$ cat src/rtl/uart_rx_cfg.sv
// uart_rx_cfg: parametrised UART receiver.
//
// Frame format is fixed at elaboration: DATA_BITS (5-9) data bits sent LSB
// first, optional odd/even parity, 1 or 2 stop bits. Each bit is decided by a
// 2-of-3 vote around its centre.
//
// Ports:
//   clk         in   system clock, rising edge
//   rst_n       in   asynchronous active-low reset
//   rx          in   serial line, asynchronous to clk, idles high
//   data        out  received word, stable while data_valid is high
//   data_valid  out  a word is held until data_ack is seen
//   data_ack    in   consumer accepts the held word
//   parity_err  out  parity mismatch for the held word
//   frame_err   out  a stop bit sampled low for the held word
//   break_det   out  held word is a line break
//   overrun     out  sticky: a completed frame was dropped while a word was held
//
// state       | meaning
// ------------+-----------------------------------------------------------
// S_WAIT_IDLE | wait for a real (post-reset) high sample on the line
// S_IDLE      | line idle, watching for a high->low edge
// S_START     | voting on the start bit; a 1 is treated as a glitch
// S_DATA      | shifting in DATA_BITS votes, LSB first
// S_PARITY    | one parity vote (never entered when PARITY = 0)
// S_STOP      | STOP_BITS votes; the last one completes the frame
module uart_rx_cfg #(
    parameter int CLK_PER_BIT = 100,
    parameter int DATA_BITS   = 8,
    parameter int PARITY      = 0,
    parameter int STOP_BITS   = 1
) (
    input  logic                 clk,
    input  logic                 rst_n,
    input  logic                 rx,
    output logic [DATA_BITS-1:0] data,
    output logic                 data_valid,
    input  logic                 data_ack,
    output logic                 parity_err,
    output logic                 frame_err,
    output logic                 break_det,
    output logic                 overrun
);

    // tmr is a down-counter over one bit period: phase = CLK_PER_BIT-1-tmr.
    localparam int            HALF      = CLK_PER_BIT / 2;
    localparam int            TW        = $clog2(CLK_PER_BIT);
    localparam logic [TW-1:0] T_LOAD    = TW'(CLK_PER_BIT - 1);
    localparam logic [TW-1:0] T_FIRST   = TW'(CLK_PER_BIT - 2);
    localparam logic [TW-1:0] T_S0      = TW'(CLK_PER_BIT - HALF);
    localparam logic [TW-1:0] T_S1      = TW'(CLK_PER_BIT - 1 - HALF);
    localparam logic [TW-1:0] T_VOTE    = TW'(CLK_PER_BIT - 2 - HALF);
    localparam logic [3:0]    LAST_DATA = 4'(DATA_BITS - 1);
    localparam logic [3:0]    LAST_STOP = 4'(STOP_BITS - 1);
    localparam bit            HAS_PAR   = (PARITY != 0);

    typedef enum logic [2:0] {
        S_WAIT_IDLE,
        S_IDLE,
        S_START,
        S_DATA,
        S_PARITY,
        S_STOP
    } state_t;

    state_t state, state_nx;

    logic                 sync1, rxs, rxs_d;
    logic [1:0]           warm;
    logic [TW-1:0]        tmr;
    logic [3:0]           bit_cnt;
    logic                 samp_a, samp_b;
    logic [DATA_BITS-1:0] shreg;
    logic                 par_bit, stop0, stop_ok;

    logic in_frame, vote_now, vote, edge_det, frame_done;
    logic stop_all, stop_first, par_calc, pe_n, fe_n, brk_n, accept;

    // Synchroniser. warm marks when rxs holds a real pin sample rather than
    // the reset value, so a line held low through reset is not seen as idle.
    always_ff @(posedge clk or negedge rst_n) begin
        if (!rst_n) begin
            sync1 <= 1'b1;
            rxs   <= 1'b1;
            rxs_d <= 1'b1;
            warm  <= 2'b00;
        end else begin
            sync1 <= rx;
            rxs   <= sync1;
            rxs_d <= rxs;
            warm  <= {warm[0], 1'b1};
        end
    end

    assign edge_det = rxs_d & ~rxs;
    assign in_frame = (state == S_START) || (state == S_DATA) ||
                      (state == S_PARITY) || (state == S_STOP);
    assign vote_now = in_frame && (tmr == T_VOTE);
    assign vote     = (samp_a & samp_b) | (samp_a & rxs) | (samp_b & rxs);

    // Stop-bit summary including the vote being decided this cycle.
    assign stop_all   = ((bit_cnt == 4'd0) ? 1'b1 : stop_ok) & vote;
    assign stop_first = (bit_cnt == 4'd0) ? vote : stop0;

    assign par_calc = (^shreg) ^ par_bit;
    assign pe_n     = (PARITY == 1) ? ~par_calc :
                      (PARITY == 2) ?  par_calc : 1'b0;
    assign fe_n     = ~stop_all;
    assign brk_n    = ~stop_first && (shreg == '0) && !(HAS_PAR && par_bit);
    assign accept   = data_valid && data_ack;

    always_ff @(posedge clk or negedge rst_n) begin
        if (!rst_n) state <= S_WAIT_IDLE;
        else        state <= state_nx;
    end

    always_comb begin
        state_nx   = state;
        frame_done = 1'b0;
        case (state)
            S_WAIT_IDLE: if (warm[1] && rxs) state_nx = S_IDLE;
            S_IDLE:      if (edge_det) state_nx = S_START;
            S_START:     if (vote_now) state_nx = vote ? S_IDLE : S_DATA;
            S_DATA: begin
                if (vote_now && bit_cnt == LAST_DATA)
                    state_nx = HAS_PAR ? S_PARITY : S_STOP;
            end
            S_PARITY:    if (vote_now) state_nx = S_STOP;
            S_STOP: begin
                if (vote_now && bit_cnt == LAST_STOP) begin
                    frame_done = 1'b1;
                    state_nx   = stop_all ? S_IDLE : S_WAIT_IDLE;
                end
            end
            default:     state_nx = S_WAIT_IDLE;
        endcase
    end

    always_ff @(posedge clk or negedge rst_n) begin
        if (!rst_n) begin
            tmr     <= '0;
            bit_cnt <= 4'd0;
            samp_a  <= 1'b1;
            samp_b  <= 1'b1;
            shreg   <= '0;
            par_bit <= 1'b0;
            stop0   <= 1'b1;
            stop_ok <= 1'b1;
        end else begin
            // The edge cycle is phase 0 of the start bit.
            if (state == S_IDLE) begin
                tmr     <= T_FIRST;
                bit_cnt <= 4'd0;
            end else if (in_frame) begin
                tmr <= (tmr == '0) ? T_LOAD : tmr - 1'b1;
            end

            if (in_frame && tmr == T_S0) samp_a <= rxs;
            if (in_frame && tmr == T_S1) samp_b <= rxs;

            if (vote_now) begin
                bit_cnt <= (state_nx != state) ? 4'd0 : bit_cnt + 4'd1;
                case (state)
                    S_DATA:   shreg   <= {vote, shreg[DATA_BITS-1:1]};
                    S_PARITY: par_bit <= vote;
                    S_STOP: begin
                        if (bit_cnt == 4'd0) begin
                            stop0   <= vote;
                            stop_ok <= vote;
                        end else begin
                            stop_ok <= stop_ok & vote;
                        end
                    end
                    default: ;
                endcase
            end
        end
    end

    // Output holding register. A completion coinciding with an ack replaces
    // the held word rather than counting as an overrun.
    always_ff @(posedge clk or negedge rst_n) begin
        if (!rst_n) begin
            data       <= '0;
            data_valid <= 1'b0;
            parity_err <= 1'b0;
            frame_err  <= 1'b0;
            break_det  <= 1'b0;
            overrun    <= 1'b0;
        end else if (frame_done && (!data_valid || accept)) begin
            data       <= shreg;
            data_valid <= 1'b1;
            parity_err <= pe_n;
            frame_err  <= fe_n;
            break_det  <= fe_n & brk_n;
            overrun    <= 1'b0;
        end else if (frame_done) begin
            overrun <= 1'b1;
        end else if (accept) begin
            data       <= '0;
            data_valid <= 1'b0;
            parity_err <= 1'b0;
            frame_err  <= 1'b0;
            break_det  <= 1'b0;
            overrun    <= 1'b0;
        end
    end

endmodule

$ cat config.mk
export PLATFORM = sky130hd
export DESIGN_NAME = uart_rx_cfg
export DESIGN_NICKNAME = d
export VERILOG_FILES = /design/src/rtl/uart_rx_cfg.sv
export SDC_FILE = /design/constraint.sdc
export NUM_CORES = 1
export LEC_CHECK = 0
export CORE_MARGIN = 2
export CORE_UTILIZATION = 32
export CTS_BUF_LIST = sky130_fd_sc_hd__clkbuf_16
export CTS_CLUSTER_DIAMETER = 60
export CTS_CLUSTER_SIZE = 24
export DETAILED_ROUTE_END_ITERATION = 10
export PLACE_DENSITY_LB_ADDON = 0.2
export SLEW_MARGIN = 20
export SYNTH_ARGS = -nofsm -noshare
export SYNTH_HDL_FRONTEND = slang
export SYNTH_SLANG_ARGS = --single-unit
$ cat constraint.sdc
create_clock -name clk -period 2.5 [get_ports clk]
set_input_delay 0.625 -clock clk [delete_from_list [all_inputs] [get_ports clk]]
set_output_delay 0.625 -clock clk [all_outputs]
set_load 0.05 [all_outputs]
==> impl_metrics.toml <==
[place]
gp_congestion = 0.8596
post-place-ws_ns = 0.2467
dpl.hpwl_mm = 2.920
port-buffer-count = 15

[pwr]
power.density_nw_per_um2 = 804.4
p_leak_nw = 1.132
p_total_mw = 2.028
irDropWorstVdd_v = 0.0002676

[layout]
finish.utilization = 0.3926
ff_latch_area_sq_um = 1032
drive_gt1_frac = 0.1522
area_delta_synth_final_pct = 17.42
n_antenna_cell = 0
fill_cells = 632
multi_input_area_sq_um = 1027
fin_nets = 239

[timing]
worst_pin_slew_ns = 0.7421
relSlewSlack = 0.5052
whs_ns = 0.3470
setup_tns_ns = 0
slew_viol_final = 0
rsz0062_at_grt = "no"
fin_crit_sh = 0.8940
clock_skew_ns = 0.004207
hold_viol_final = 0
fmax_mhz = 447.4
setup_slack_ns = 0.2650
setup_viol = 0
min_period_ns = 2.235

[setup_path]
cp.buffers_inverters = 1
r2r_end = "break_det"
cp-end-kind = "flop"
cp.arrival_ns = 2.44
critPathCapture = "break_det"
cp.depth = 8
timing.rr.start = "tmr[0]"
regToRegSetupSlack_ns = 0.27
crit_type = "reg2reg"
slowest_delay_ns = 0.53
required_ns = 2.70
startpoint = "tmr[0]"
r2r_cells = 8
cp-start-kind = "flop"
crit_fanout = 14
critPathTopFamily = "simple AND/OR/NAND/NOR gates"
path_cells = "inv_1, ha_1, nor4b_4, nand3_2, or2_1, nor3_2, a21oi_1, o21ai_1"
slowest_stage = "or2_1"

[route]
drt-vias-per-instance = 5.375
wl_per_cell_um = 14.06
antenna_left = 0
drtIter0Drc = 73
wl_mm = 4.317
drc_errors = 0
vias = 1650
drtPass1Iterations = 4

[clock_tree]
cts_tree = "built"
post_cts_resized = 0
clock_latency_ns = 0.28
cts_root_buf = "clkbuf_16"
clk_pin_slew_ns = 0.06
cts_buffers = 5
hold_buffers = 0
cts-htree-levels = 2
clockBufferDepth = 2
clkSinkCount = 41
post-cts-setup-buffers = 0

[yosys]
ys_ff_latch = 41
synthDistinctLibCells = 47
yosys_warnings = 0
syn_inst = 209
avgSynthCellArea_sq_um = 10.27
synth_top_area_share = 0.4196
synthArstFlopShare = 1.000
synth.area.top_cells = "dfrtp_1, dfstp_2, mux2_2, mux2i_1, a22oi_1"
synth_flop_cell = "dfrtp_1"
synth-edff-count = 0
syn_area_sq_um = 2147
synth_top_area_cell = "dfrtp_1"
ys_seq_area_frac = 0.4808
syn-num-nets = 219

[hold_path]
hold_path_class = "reg2reg"

[floorplan]
fp.dieH_um = 85.91
initial_core_util = 0.3343
dieArea_sq_um = 7381
coreArea_sq_um = 6422
io_pins = 17
row_count = 29
die_w_um = 85.91

[grt]
grt_pass1_wl_mm = 7.258
gr-total-overflow = 0
grt_pass1_vias = 1481
grt_start_max_net_pins = 42
grtUsageTotal = 0.1241
antenna_found_initial = 0

[run_status]
status = "finished clean"

[flow_run]
maxCapViolations = 0
==> layout by cell type, fill, tap and decap left out, types with 3 or more instances in the layout <==
cell             instances
mux2_2                   9
a21oi_1                 10
inv_1                    8
clkdlybuf4s50_1         14
dfstp_2                  5
o21ai_1                  5
nor3_1                   4
buf_4                    7
a22oi_1                 11
and2_1                   3
dfrtp_1                 36
o21ai_0                 14
nand2_1                 18
mux2i_1                 10
ha_1                     6
nand2b_1                 4
clkbuf_16                5
nand3_1                  9
nor2_1                  11
==> registers in the layout (all words and copies together), names as in the netlist, 2 cells and up <==
signal / count
bit_cnt: 4
data: 8
shreg: 8
state: 3
tmr: 7
warm: 2
==> synthesized netlist by cell type, types with 3 or more instances <==
cell type,count
nand2_1,18
ha_1,6
mux2i_1,10
and2_1,3
o21ai_1,5
nand2b_1,4
o21ai_0,14
nand3_1,9
inv_1,8
dfrtp_1,36
dfstp_2,5
nor2_1,11
mux2_2,9
a22oi_1,11
nor3_1,4
buf_2,4
a21oi_1,10
==> cell families after synthesis <==
group	share of synthesized area
simple gates	0.1731
mux	0.09383
fa+ha+maj	0.04021
buf+inv	0.04080
other cells	0.003498
xor+xnor	0.004080
compound gates	0.1638
flops	0.4808
==> report_power, final <==
part	switching (mW)	internal (mW)
Sequential	0.141	0.781
Combinational	0.294	0.209
Clock	0.241	0.361
==> worst min path at each step <==
stage | startpoint | endpoint | slack, ns | cells past startpoint
3_5_place_dp | warm[0] | warm[1] | 0.34 | 0
2_1_floorplan | rst_n | bit_cnt[0] | 0.33 | 0
6_report | warm[0] | warm[1] | 0.35 | 0
4_1_cts | warm[0] | warm[1] | 0.35 | 0
5_1_grt | warm[0] | warm[1] | 0.36 | 0
3_3_place_gp | warm[0] | warm[1] | 0.33 | 0
==> routing by layer <==
metal / vias to the layer above / track usage / part of all wire / routed length (um)
met3: 6 / 0.02984 / 0.043 / 186
met4: 0 / 0.04329 / 0.014 / 61
met2: 39 / 0.1797 / 0.45 / 1961
li1: 797 / - / - / -
met5: - / 0 / 0 / 0
met1: 808 / 0.1803 / 0.49 / 2107
==> cell type report <==
| class | count | share of cell area |
|---|---|---|
| flip-flops and latches | 41 | 0.4094 |
| multi-input cells | 151 | 0.4074 |
| repair buffers | 22 | 0.07841 |
| clock buffers | 5 | 0.04963 |
| well taps | 77 | 0.03821 |
| inverters | 8 | 0.01191 |
| clock inverters | 3 | 0.004963 |
==> per-stage QoR <==
step,instance area (sq um),std cells
after global placement,2384,299
after detailed placement,2384,299
after CTS,2521,307
after floorplan,2147,209
final,2521,307
after global routing,2521,307
Power figures use the tool's default switching activity.
